File: config.mk
export PLATFORM = sky130hd
export DESIGN_NAME = led_sequence_controller
export DESIGN_NICKNAME = d
export VERILOG_FILES = /design/src/rtl/led_sequence_controller_pkg.sv /design/src/rtl/led_step_prescaler.sv /design/src/rtl/led_sequence_controller.sv
export SDC_FILE = /design/constraint.sdc
export NUM_CORES = 1
export LEC_CHECK = 0
export BUFFER_PORTS_ARGS = -buffer_cell sky130_fd_sc_hd__buf_2
export CAP_MARGIN = 20
export CORE_MARGIN = 1
export CORE_UTILIZATION = 40
export DETAILED_ROUTE_END_ITERATION = 10
export HOLD_SLACK_MARGIN = 0.12
export PLACE_DENSITY = 0.65
export RECOVER_POWER = 25
export SLEW_MARGIN = 15
export SYNTH_ARGS = -nofsm -noshare
export SYNTH_HDL_FRONTEND = slang
export SYNTH_SLANG_ARGS = --single-unit
File: constraint.sdc
create_clock -name clk -period 2.67 [get_ports clk]
set_input_delay 0 -clock clk [delete_from_list [all_inputs] [get_ports clk]]
set_output_delay 0 -clock clk [all_outputs]
set_load 0.02 [all_outputs]
File: src/rtl/led_sequence_controller_pkg.sv
// Shared definitions for the LED sequence controller.
// Holds the mode and FSM state encodings, the code constants, and a helper
// that returns the first code shown for a given mode.
package led_sequence_controller_pkg;

  typedef enum logic [1:0] {
    MODE_FWD    = 2'b00,
    MODE_REV    = 2'b01,
    MODE_PING   = 2'b10,
    MODE_SINGLE = 2'b11
  } mode_e;

  typedef enum logic [1:0] {
    ST_IDLE  = 2'b00,
    ST_RUN   = 2'b01,
    ST_PAUSE = 2'b10
  } state_e;

  localparam logic [2:0] CODE_OFF   = 3'd0;
  localparam logic [2:0] CODE_FIRST = 3'd1;
  localparam logic [2:0] CODE_LAST  = 3'd7;

  // Reverse starts from the top code; every other mode starts from the bottom.
  function automatic logic [2:0] first_code(input mode_e m);
    return (m == MODE_REV) ? CODE_LAST : CODE_FIRST;
  endfunction

endpackage

File: src/rtl/led_step_prescaler.sv
// Dwell prescaler for the LED sequencer.
// Counts 0..DIV-1 while enabled; tick is high in the cycle the count sits at
// DIV-1 with enable asserted, and the counter wraps to 0 on that edge.
//   clk   : system clock, rising edge
//   rst_n : asynchronous active-low reset
//   clr   : synchronous clear to 0 (wins over enable)
//   en    : count enable; when low the count is frozen
//   tick  : end-of-dwell strobe
module led_step_prescaler #(
  parameter int unsigned DIV = 12_500_000,
  parameter int unsigned PW  = $clog2(DIV)
) (
  input  logic clk,
  input  logic rst_n,
  input  logic clr,
  input  logic en,
  output logic tick
);

  localparam logic [PW-1:0] CNT_LAST = PW'(DIV - 1);

  logic [PW-1:0] cnt_q, cnt_d;

  assign tick = en && (cnt_q == CNT_LAST);

  always_comb begin
    cnt_d = cnt_q;
    if (clr) begin
      cnt_d = '0;
    end else if (tick) begin
      cnt_d = '0;
    end else if (en) begin
      cnt_d = cnt_q + 1'b1;
    end
  end

  always_ff @(posedge clk or negedge rst_n) begin
    if (!rst_n) begin
      cnt_q <= '0;
    end else begin
      cnt_q <= cnt_d;
    end
  end

endmodule

File: src/rtl/led_sequence_controller.sv
// LED sequence controller: steps a 3-bit code (A = MSB) through a forward,
// reverse, ping-pong or single-sweep pattern, holding each code DIV cycles,
// counting completed passes and pulsing done on normal completion.
//   clk, rst_n      : clock, asynchronous active-low reset
//   start/stop/pause: level controls (stop > pause > tick)
//   mode, loops     : pattern and pass count, latched at start
//   A, B, C         : registered code to the LED decoder
//   busy, done      : run indication, one-cycle completion pulse
//   pass_cnt        : passes completed in the current run (saturates at 15)
module led_sequence_controller
  import led_sequence_controller_pkg::*;
#(
  parameter int unsigned DIV = 12_500_000,
  parameter int unsigned PW  = $clog2(DIV)
) (
  input  logic       clk,
  input  logic       rst_n,
  input  logic       start,
  input  logic       stop,
  input  logic       pause,
  input  logic [1:0] mode,
  input  logic [3:0] loops,
  output logic       A,
  output logic       B,
  output logic       C,
  output logic       busy,
  output logic       done,
  output logic [3:0] pass_cnt
);

  state_e     state_q, state_d;
  mode_e      mode_q, mode_d;
  logic [3:0] loops_q, loops_d;
  logic [3:0] pass_q, pass_d;
  logic [2:0] code_q, code_d;
  logic       dir_down_q, dir_down_d;
  logic       busy_q, busy_d;
  logic       done_q, done_d;

  logic       presc_clr, presc_en, tick;
  logic       pass_done;
  logic [3:0] pass_next;

  led_step_prescaler #(
    .DIV (DIV),
    .PW  (PW)
  ) u_prescaler (
    .clk   (clk),
    .rst_n (rst_n),
    .clr   (presc_clr),
    .en    (presc_en),
    .tick  (tick)
  );

  always_comb begin
    state_d    = state_q;
    mode_d     = mode_q;
    loops_d    = loops_q;
    pass_d     = pass_q;
    code_d     = code_q;
    dir_down_d = dir_down_q;
    busy_d     = busy_q;
    done_d     = 1'b0;
    presc_clr  = 1'b0;
    presc_en   = 1'b0;
    pass_done  = 1'b0;
    pass_next  = (pass_q == 4'hF) ? pass_q : pass_q + 4'd1;

    case (state_q)
      ST_IDLE: begin
        code_d    = CODE_OFF;
        busy_d    = 1'b0;
        presc_clr = 1'b1;
        if (start && !stop) begin
          mode_d     = mode_e'(mode);
          loops_d    = loops;
          pass_d     = '0;
          code_d     = first_code(mode_e'(mode));
          dir_down_d = 1'b0;
          busy_d     = 1'b1;
          state_d    = ST_RUN;
        end
      end

      ST_RUN, ST_PAUSE: begin
        if (stop) begin
          state_d   = ST_IDLE;
          code_d    = CODE_OFF;
          busy_d    = 1'b0;
          presc_clr = 1'b1;
        end else if (pause) begin
          state_d = ST_PAUSE;
        end else begin
          // Leaving PAUSE counts in the same cycle, so the dwell is frozen
          // for exactly the cycles pause is sampled high.
          state_d  = ST_RUN;
          presc_en = 1'b1;
          if (tick) begin
            case (mode_q)
              MODE_FWD, MODE_SINGLE: begin
                if (code_q == CODE_LAST) pass_done = 1'b1;
                else                     code_d = code_q + 3'd1;
              end
              MODE_REV: begin
                if (code_q == CODE_FIRST) pass_done = 1'b1;
                else                      code_d = code_q - 3'd1;
              end
              MODE_PING: begin
                // Direction flips on landing at either end, so the ends
                // are shown once; the pass closes on the step down to 1.
                if (!dir_down_q) begin
                  code_d = code_q + 3'd1;
                  if (code_q == CODE_LAST - 3'd1) dir_down_d = 1'b1;
                end else begin
                  code_d = code_q - 3'd1;
                  if (code_q == CODE_FIRST + 3'd1) begin
                    dir_down_d = 1'b0;
                    pass_done  = 1'b1;
                  end
                end
              end
              default: ;
            endcase

            if (pass_done) begin
              pass_d = pass_next;
              if (mode_q == MODE_SINGLE || (loops_q != '0 && pass_next == loops_q)) begin
                state_d = ST_IDLE;
                code_d  = CODE_OFF;
                busy_d  = 1'b0;
                done_d  = 1'b1;
              end else if (mode_q != MODE_PING) begin
                code_d = first_code(mode_q);
              end
            end
          end
        end
      end

      default: begin
        state_d   = ST_IDLE;
        code_d    = CODE_OFF;
        busy_d    = 1'b0;
        presc_clr = 1'b1;
      end
    endcase
  end

  always_ff @(posedge clk or negedge rst_n) begin
    if (!rst_n) begin
      state_q    <= ST_IDLE;
      mode_q     <= MODE_FWD;
      loops_q    <= '0;
      pass_q     <= '0;
      code_q     <= CODE_OFF;
      dir_down_q <= 1'b0;
      busy_q     <= 1'b0;
      done_q     <= 1'b0;
    end else begin
      state_q    <= state_d;
      mode_q     <= mode_d;
      loops_q    <= loops_d;
      pass_q     <= pass_d;
      code_q     <= code_d;
      dir_down_q <= dir_down_d;
      busy_q     <= busy_d;
      done_q     <= done_d;
    end
  end

  assign {A, B, C} = code_q;
  assign busy      = busy_q;
  assign done      = done_q;
  assign pass_cnt  = pass_q;

endmodule

Word-level counts from Yosys, hierarchy flattened
Cells that the tools add are included.
{"block": "word_totals", "mem_bits_rw": 0, "romBits": 0, "regBits": 42, "inputBits": 11, "n_memories": 0, "out_inout_bits": 9, "latch_bits": 0}
{"block": "op_classes", "n_addsub": 4, "mux": 67, "n_reduce_logical": 17, "n_eq_ne": 24, "multipliers": 0, "div_mod_pow": 0, "shift": 0, "bitwise_logic": 0, "magnitude_cmp": 0}
{"op": "24-bit 2-to-1 mux", "n": 3}
{"op": "1-bit 2-to-1 mux", "n": 36}
{"op": "3-bit 2-to-1 mux", "n": 12}
{"op": "24-bit by 1-bit adder with 24-bit output (second input constant)", "n": 1}
{"op": "24-bit equality test (second input constant)", "n": 1}
{"op": "4-bit 2-to-1 mux", "n": 6}
{"op": "2-bit inequality test (second input constant)", "n": 6}
{"op": "3-bit inequality test (second input constant)", "n": 4}
{"op": "6-bit AND reduction", "n": 2}
{"op": "3-bit case mux with 3 select lines", "n": 1}
{"op": "4-bit case mux with 2 select lines", "n": 1}
{"op": "2-bit by 1-bit equality test with 1-bit output (second input constant)", "n": 3}
{"op": "2-bit equality test (second input constant)", "n": 3}
{"op": "3-bit equality test (second input constant)", "n": 2}
{"op": "2-bit 2-to-1 mux", "n": 3}
{"op": "3-bit case mux with 2 select lines", "n": 1}
{"op": "4-bit by 1-bit adder with 4-bit output (second input constant)", "n": 1}
{"op": "4-bit equality test", "n": 1}
{"op": "4-bit equality test (second input constant)", "n": 1}
{"op": "2-bit logical NOT", "n": 2}
{"op": "1-bit case mux with 2 select lines", "n": 2}
{"op": "2-bit case mux with 2 select lines", "n": 1}
{"op": "2-bit AND reduction", "n": 2}
{"op": "4-bit AND reduction", "n": 1}
{"op": "13 further kinds", "n": 16}

Logic depth before layout (Yosys ltp)
Gate-level depths: netlist (run 1).
{"block": "depth", "depth_word": 13, "depth_mapped": 11, "ltp_nobuf": 9}

Hierarchy
From an unflattened synthesis (run 1), not the netlist that was laid out.
{"block": "hier_totals", "hier_cells": 310, "hier_area_um2": 2721.4}
{"module": "led_sequence_controller", "area_per_inst_um2": 1361.3, "seq_area_each_um2": 450.4, "cells_per_inst": 155, "instances": 1}
{"module": "led_step_prescaler", "area_per_inst_um2": 1360.1, "seq_area_each_um2": 600.6, "cells_per_inst": 155, "instances": 1}

Worst setup path before layout (run 1)
No wires, ideal clock.
{"block": "synth_timing", "path_type": "flip-flop to flip-flop", "from": "register pass_q[0], in the netlist pass_cnt[0]", "to": "register code_q[0]", "synth_period_minus_slack_ps": 2270, "t_required_ps": 2549, "path_stages_with_launch": 9, "t_arrival_ps": 2149, "setup_ps": 121, "path_slack_ps": 400, "cell_sequence": "dfrtp_1 -> ha_1 -> and3b_4 -> or3_1 -> a211o_1 -> a21oi_2 -> o21ai_2 -> nor4b_4 -> o22a_1"}
{"block": "synth_between", "elab_chain_len": 11, "word_cells_on_any_way": 12, "classes_between": "add/sub (1); eq/ne (2); mux (7); reduce/logical (2)"}
{"item": "from (decl)", "line_no": "led_sequence_controller.sv:34", "rtl": "logic [3:0] pass_q, pass_d;"}
{"item": "from (signal assigned)", "line_no": "led_sequence_controller.sv:163", "rtl": "pass_q <= pass_d;"}
{"item": "4-bit by 1-bit adder with 4-bit output / 4-bit equality test (equally long branches)", "line_no": "led_sequence_controller.sv:67", "rtl": "pass_next = (pass_q == 4'hF) ? pass_q : pass_q + 4'd1;"}
{"item": "4-bit 2-to-1 mux (*)", "line_no": "led_sequence_controller.sv:67"}
{"item": "4-bit equality test (*)", "line_no": "led_sequence_controller.sv:127", "rtl": "if (mode_q == MODE_SINGLE || (loops_q != '0 && pass_next == loops_q)) begin"}
{"item": "1-bit logical AND (*)", "line_no": "led_sequence_controller.sv:127"}
{"item": "1-bit logical OR (*)", "line_no": "led_sequence_controller.sv:127"}
{"item": "3-bit 2-to-1 mux (*)", "line_no": "led_sequence_controller.sv:127"}
{"item": "3-bit 2-to-1 mux (*)", "line_no": "led_sequence_controller.sv:125", "rtl": "if (pass_done) begin"}
{"item": "3-bit 2-to-1 mux (*)", "line_no": "led_sequence_controller.sv:98", "rtl": "if (tick) begin"}
{"item": "3-bit 2-to-1 mux (*)", "line_no": "led_sequence_controller.sv:91", "rtl": "end else if (pause) begin"}
{"item": "3-bit 2-to-1 mux (*)", "line_no": "led_sequence_controller.sv:86", "rtl": "if (stop) begin"}
{"item": "3-bit case mux with 2 select lines (*)", "line_no": "led_sequence_controller.sv:69", "rtl": "case (state_q)"}
{"item": "to (signal assigned)", "line_no": "led_sequence_controller.sv:164", "rtl": "code_q <= code_d;"}
{"item": "to (decl)", "line_no": "led_sequence_controller.sv:35", "rtl": "logic [2:0] code_q, code_d;"}
Every way passes the cells marked *; elsewhere a longest branch is shown, timed or not. The select of a mux whose other input is x is not followed.
A chain may end at the register's enable or synchronous reset.

Worst setup path after layout (run 1)
{"block": "layout_timing", "from": "register mode_q[0]", "to": "register pass_q[2], in the netlist pass_cnt[2]"}
{"block": "layout_between", "elab_chain_len": 9, "word_cells_on_any_way": 12, "classes_between": "eq/ne (4); mux (5); reduce/logical (3)"}
{"item": "from (decl)", "line_no": "led_sequence_controller.sv:32", "rtl": "mode_e mode_q, mode_d;"}
{"item": "from (signal assigned)", "line_no": "led_sequence_controller.sv:161", "rtl": "mode_q <= mode_d;"}
{"item": "2-bit equality test / 2-bit logical NOT (equally long branches)", "line_no": "led_sequence_controller.sv:99", "rtl": "case (mode_q)"}
{"item": "2-bit OR reduction", "line_no": "led_sequence_controller.sv:99"}
{"item": "1-bit case mux with 3 select lines (*)", "line_no": "led_sequence_controller.sv:99"}
{"item": "1-bit 2-to-1 mux (*)", "line_no": "led_sequence_controller.sv:98"}
{"item": "1-bit 2-to-1 mux (*)", "line_no": "led_sequence_controller.sv:91"}
{"item": "1-bit 2-to-1 mux (*)", "line_no": "led_sequence_controller.sv:86"}
{"item": "1-bit 2-to-1 mux (*)", "line_no": "led_sequence_controller.sv:69"}
{"item": "2-bit inequality test (no source line) (*)"}
{"item": "6-bit AND reduction (no source line) (*)"}
Marked as above.

==> impl_metrics.py, run 1 <==
metrics = {
    "global_routing": {
        "grt_pass1_vias": 1971,
        "antenna_found_initial": 0,
        "grt_pass1_wl_um": 9280,
        "grt_max_degree": 43,
        "track_usage": 0.182,
        "grt.overflow.total": 0,
    },
    "cts": {
        "post-cts-setup-buffers": 0,
        "clk_latency_ns": 0.30,
        "htree_levels": 2,
        "cts_buffers": 5,
        "cts_resized": 0,
        "cts-root-buf": "clkbuf_8",
        "cts.sinks": 42,
        "cts_buffer_depth": 2,
        "cts_tree": "yes",
        "clkTransAtPathRegs_ns": 0.09,
    },
    "floorplan": {
        "die_h_um": 82.1,
        "core_mm2": 0.00606,
        "die_area_mm2": 0.00674,
        "start_util": 0.423,
        "ios": 20,
        "num_rows": 28,
        "die_w_um": 82.1,
    },
    "synth": {
        "yosysWarnings": 0,
        "synth_area_per_cell_um2": 9.23,
        "synth_fp_nets": 302,
        "yosysTopAreaCellShare": 0.410,
        "ys_top_cells_by_area": "dfrtp_1 (41%), ha_1 (6.3%), xor2_1 (5.8%)",
        "synth_edf_count": 0,
        "ys_seq_area_frac": 0.410,
        "synth-seq-cells": 42,
        "synth_async_sr_flop_share": 1.00,
        "synth_flop_cell": "dfrtp_1",
        "synth_area_mm2": 0.00256,
        "synth_largest_area_cell": "dfrtp_1",
        "syn_inst": 278,
        "ys_types": 51,
    },
    "pwr": {
        "p_leak_nw": 1.28,
        "power_density_mw_per_mm2": 794,
        "switching_share": 0.399,
        "power_switching_w": 0.000939,
        "comb_power_share": 0.426,
        "ir_worst_vdd_mv": 0.415,
        "p_int_w": 0.00141,
        "seq_power_share": 0.354,
        "p_clk_frac": 0.220,
    },
    "timing": {
        "maxSlewViolCount": 0,
        "rsz0062_at_grt": "no",
        "skew_ns": 0.00966,
        "post-route-period-util": 0.888,
        "slew_headroom": 0.106,
        "worst_pin_slew_ns": 1.34,
        "clock.fmax_mhz": 422,
        "period_minus_slack_ns": 2.37,
        "hold_violations": 0,
        "worst_slack_ns": 0.299,
        "finalSetupViolCount": 0,
        "fin_tns_setup_ns": 0,
    },
    "route": {
        "viasPerCell": 5.36,
        "drt.antenna.violating_nets": 0,
        "avgRoutedWirePerCell_um": 14.1,
        "drc_errors": 0,
        "num_vias": 2079,
        "drtIter0Drc": 77,
        "drt-total-wl_um": 5460,
        "drtPass1Iterations": 5,
    },
    "placed_design": {
        "gp_congestion": 0.841,
        "place_hpwl_um": 3980,
        "post-place-cells": 372,
        "place.port_buffers": 19,
        "pre_cts_ws_ns": 0.282,
    },
    "finish": {
        "n_fill_cell": 593,
        "drive_gt1_frac": 0.144,
        "antenna_cells": 0,
        "finalNonFillerCells": 388,
        "postLayoutCoreUtil": 0.489,
        "area_growth_pct": 15.5,
        "nets": 336,
    },
    "critical_path": {
        "crit_path_end_kind": "flip-flop",
        "crit_arrival_ns": 2.56,
        "r2r-start": "mode_q[0]",
        "path_max_fanout": 9,
        "rr_endpoint": "pass_cnt[2]",
        "start_kind": "flip-flop",
        "ff2ff_path_depth": 6,
        "rrSetupSlack_ns": 0.30,
        "cp.required_ns": 2.86,
        "setup.worst_path.class": "flip-flop to flip-flop",
    },
    "job": {
        "maxCapViolCount": 0,
    },
    "min_path": {
        "whs_path_depth": 5,
        "hold_path_startpoint": "pause",
        "min_to": "u_prescaler.cnt_q[17]",
        "holdCritPathClass": "input port to flip-flop",
    },
    "run_status": {
        "status": "complete, no violations",
    },
}
[cell type report]
| cell class | instances | area, um^2 | area share |
|---|---|---|---|
| Sequential cell | 42 | 1050 | 0.355 |
| Tap cell | 75 | 93.8 | 0.0317 |
| Clock buffer | 5 | 68.8 | 0.0232 |
| Timing Repair Buffer | 32 | 214 | 0.0722 |
| Multi-Input combinational cell | 218 | 1440 | 0.487 |
| Inverter | 13 | 48.8 | 0.0165 |
| Clock inverter | 3 | 43.8 | 0.0148 |
[cells in the final DEF (no fill, tap or decap), types with 3 or more instances in the layout]
| cell type | count |
|---|---|
| ha_1 | 13 |
| nand2b_1 | 8 |
| and3_1 | 4 |
| dlygate4sd3_1 | 7 |
| o21ai_0 | 20 |
| nand4_1 | 8 |
| nand3b_1 | 4 |
| nand3_1 | 11 |
| a21oi_1 | 11 |
| buf_4 | 5 |
| nor2_1 | 28 |
| nand2_1 | 28 |
| dfrtp_1 | 42 |
| inv_1 | 13 |
| mux2_2 | 5 |
| nor4b_1 | 3 |
| xor2_1 | 17 |
| nor2b_1 | 5 |
| nor3_1 | 5 |
| o31ai_1 | 6 |
| buf_2 | 18 |
| clkbuf_8 | 5 |
| xnor2_1 | 5 |
[power by group through the flow]
stage,Combinational [W],Clock (W),Sequential [W]
2_1_floorplan,0.000726,0,0.000841
3_3_place_gp,0.000977,0,0.000840
3_5_place_dp,0.000989,0,0.000845
4_1_cts,0.00101,0.000527,0.000832
5_1_grt,0.00113,0.000554,0.000848
6_report,0.00100,0.000518,0.000832
[state kept, by name, summed over array words and instances (netlist names)]
register,cells
busy,1
pass_cnt,4
code_q,3
loops_q,4
u_prescaler.cnt_q,24
dir_down_q,1
mode_q,2
done,1
state_q,2
[metrics by stage]
stage | cell area [um^2] | hold slack, ns | total power (W)
after floorplan | 2560 | -0.296 | 0.00157
after detailed placement | 2770 | 0.205 | 0.00183
after global routing | 2960 | 0.192 | 0.00253
after global placement | 2770 | 0.198 | 0.00182
after CTS | 2950 | 0.135 | 0.00236
final | 2960 | 0.147 | 0.00235
[kinds of logic (layout without fill, tap and decap cells)]
kind of cell | after synthesis | count (layout) | synth area share
flops | 42 | 42 | 0.410
simple gates | 117 | 117 | 0.246
fa+ha+maj | 13 | 13 | 0.0634
mux | 7 | 7 | 0.0298
compound gates | 59 | 59 | 0.147
buf+inv | 18 | 53 | 0.0283
xor+xnor | 22 | 22 | 0.0751
[Yosys cell counts (2+ instances only)]
cell type	n
inv_1	13
o21ai_1	2
o31ai_1	6
mux2_2	5
ha_1	13
xor2_1	17
o21ai_0	20
nor3_1	5
a21oi_1	11
nand2_1	28
and3_1	4
nor2_1	28
nand3_1	11
nand3b_1	4
nand2b_1	8
o22ai_1	2
a31oi_1	2
mux2i_1	2
o32ai_1	2
nor2b_1	5
dfrtp_1	42
nor4b_1	3
o41ai_1	2
nand4_1	8
buf_2	3
xnor2_1	5
or3_1	2
o21ai_2	2
[per-layer routing]
layer / vias up / share of wire / global-route usage
met5: - / 0 / 0
met4: 0 / 0.016 / 0.0632
met3: 7 / 0.025 / 0.0333
met2: 29 / 0.48 / 0.298
met1: 984 / 0.48 / 0.239
li1: 1059 / - / -
[critical path, stage by stage, from the launching register on]
cell and delay [ns]:
dfrtp_1 0.40, inv_1 0.06, ha_1 0.41, o31ai_2 0.45, nor4b_2 0.38, o21ai_1 0.24
o41ai_1 0.32
[what timing repair did]
item	in CTS	in global routing
hold buffers	7	0
endpoints found under the hold margin	48	0
setup endpoints to repair	0	0
[worst max-delay path by stage]
stage / startpoint / to / slack [ns] / cells after the start
floorplan: pass_cnt[0] / code_q[0] / 0.40 / 8
global placement: mode_q[0] / pass_cnt[2] / 0.33 / 6
detailed placement: mode_q[0] / pass_cnt[2] / 0.28 / 6
CTS: mode_q[0] / pass_cnt[2] / 0.28 / 6
global route: mode_q[0] / pass_cnt[2] / 0.07 / 6
finish: mode_q[0] / pass_cnt[2] / 0.30 / 6
No activity file was read; power rests on OpenSTA's default activity.
==> run 2, diff against run 1 <==
- PLACE_DENSITY: 0.65 -> 0.67
- SLEW_MARGIN: 15 -> 30
- clock period: 2.67 -> 2.15 ns (I/O delays scaled with it)
==> run 2 against run 1 <==
The run now ends with capacitance limit, slew limit left. Wire length grew 0.95%. Setup slack lost 0.24 ns. Cell count grew 6.7%. Sequential power grew 24%. Flip-flop and latch count is the same. Register-to-register slack lost 0.24 ns. Critical path type unchanged. Largest power group unchanged.
==> impl_metrics.py, run 2 (same netlist as run 1, synthesis figures left out) <==
metrics = {
    "cts": {
        "cts-root-buf": "clkbuf_8",
        "cts_buffer_depth": 2,
        "cts_buffers": 5,
        "htree_levels": 2,
        "clkTransAtPathRegs_ns": 0.08,
        "cts.sinks": 42,
        "clk_latency_ns": 0.29,
        "cts_tree": "yes",
    },
    "timing": {
        "slew_headroom": -0.0733,
        "worst_pin_slew_ns": 1.61,
        "period_minus_slack_ns": 2.09,
        "clock.fmax_mhz": 478,
        "hold_violations": 0,
        "skew_ns": 0.00517,
        "post-route-period-util": 0.973,
        "maxSlewViolCount": 30,
        "rsz0062_at_grt": "yes",
        "finalSetupViolCount": 0,
    },
    "global_routing": {
        "track_usage": 0.179,
        "grt_max_degree": 30,
        "grt.overflow.total": 0,
        "grt_pass1_vias": 2075,
        "grt_pass1_wl_um": 9290,
        "antenna_found_initial": 0,
    },
    "route": {
        "drt-total-wl_um": 5510,
        "drtPass1Iterations": 4,
        "drc_errors": 0,
        "avgRoutedWirePerCell_um": 13.3,
        "drtIter0Drc": 101,
        "num_vias": 2192,
        "viasPerCell": 5.29,
        "drt.antenna.violating_nets": 0,
    },
    "placed_design": {
        "place_area_mm2": 0.00298,
        "place_hpwl_um": 4200,
        "post-place-cells": 397,
        "place.port_buffers": 19,
        "gp_congestion": 0.837,
    },
    "finish": {
        "drive_gt1_frac": 0.242,
        "antenna_cells": 0,
        "largest_reg_flops": 24,
        "area_growth_pct": 26.0,
        "finalNonFillerCells": 414,
        "final_common_cell": "dfrtp_1",
        "final_cell_mix": "dfrtp_1 (39), buf_4 (32), nor2_1 (28), nand2_1 (28), o21ai_0 (20)",
        "largest-register": "u_prescaler.cnt_q",
        "layout.cell_area.non_filler_mm2": 0.00323,
        "nets": 362,
    },
    "floorplan": {
        "start_util": 0.423,
        "ios": 20,
        "die_area_mm2": 0.00674,
        "die_h_um": 82.1,
        "die_w_um": 82.1,
        "num_rows": 28,
        "core_mm2": 0.00606,
    },
    "pwr": {
        "p_int_w": 0.00187,
        "seq_power_share": 0.338,
        "ir_worst_vdd_mv": 0.515,
        "switching_share": 0.385,
        "power_switching_w": 0.00117,
        "p_clk_frac": 0.200,
        "p_total_w": 0.00305,
        "comb_power_share": 0.462,
        "p_leak_nw": 1.43,
        "power_density_mw_per_mm2": 943,
    },
    "min_path": {
        "holdCritPathClass": "input port to flip-flop",
    },
    "critical_path": {
        "crit_arrival_ns": 2.27,
        "setup.worst_path.class": "flip-flop to flip-flop",
        "path_max_fanout": 5,
        "cp.required_ns": 2.33,
        "crit_path_end_kind": "flip-flop",
        "start_kind": "flip-flop",
    },
    "run_status": {
        "status": "complete, but fails checks",
        "violations": "capacitance limit, slew limit",
    },
    "job": {
        "maxCapViolCount": 1,
    },
}
[run 2: cell count changes in the layout (fill, tap and decap cells not counted), sizes merged]
cell / before / now
buf: 23 / 49
clkbuf: 6 / 9
clkinv: 1 / 0
dlymetal6s4s: 1 / 0
inv: 14 / 13
[run 2: layout make-up]
class	count	area [um^2]
clock buffer	7	76.3
clock inverter	1	30.0
fill	551	2830
inverter	13	48.8
multi-input combinational	218	1520
sequential	42	1050
tap	75	93.8
timing repair buffer	58	403
[run 2: final timing paths]
check | startpoint | endpoint | slack [ns] | cells past startpoint
min reg2reg | u_prescaler.cnt_q[23] | u_prescaler.cnt_q[23] | 0.51 | 1
min | pause | u_prescaler.cnt_q[17] | 0.16 | 5
max reg2reg | pass_cnt[0] | code_q[0] | 0.06 | 8
max in group asynchronous | rst_n | code_q[0] | 0.45 | 2
max | pass_cnt[0] | code_q[0] | 0.06 | 8
min in group asynchronous | rst_n | u_prescaler.cnt_q[21] | 0.65 | 2
[run 2: power groups by stage]
stage                     logic (W)  registers (W)  clock network [W]
after floorplan            0.000901        0.00104                  0
after global placement      0.00130        0.00104                  0
after detailed placement    0.00134        0.00104                  0
after CTS                   0.00136        0.00103           0.000625
after global routing        0.00156        0.00105           0.000669
final                       0.00141        0.00103           0.000610
[run 2: layer usage]
metal / track usage / wire (um) / vias to the layer above / part of all wire
li1: - / - / 1112 / -
met4: 0.0439 / 39 / 0 / 0.0071
met2: 0.303 / 2660 / 24 / 0.48
met1: 0.228 / 2700 / 1052 / 0.49
met5: 0 / 0 / - / 0
met3: 0.0400 / 111 / 4 / 0.020
[run 2: what timing repair did]
action / 4_1_cts / 5_1_grt
hold buffers: 7 / 0
pin swaps: 0 / 10
hold endpoints to repair: 34 / 0
resized for setup: 1 / 11
endpoints found under the setup margin: 2 / 19
setup buffers: 0 / 2
[run 2: critical path, cell delays in order (launching register included)]
cell	delay [ns]
dfrtp_2	0.43
ha_4	0.17
and3b_4	0.20
or3_1	0.34
a211o_1	0.30
a21oi_4	0.20
o21ai_2	0.06
nor4b_4	0.12
o22a_1	0.16
[run 2: metrics by stage]
step	setup slack, ns	util	hold slack [ns]	setup TNS (ns)
4_1_cts	0.0188	0.522	0.159	0
3_3_place_gp	0.0401	0.492	0.0636	0
6_report	0.0573	0.533	0.162	0
2_1_floorplan	-0.00205	-	-0.296	-0.00205
5_1_grt	-0.0464	0.533	0.193	-0.152
3_5_place_dp	0.0115	0.492	0.0735	0
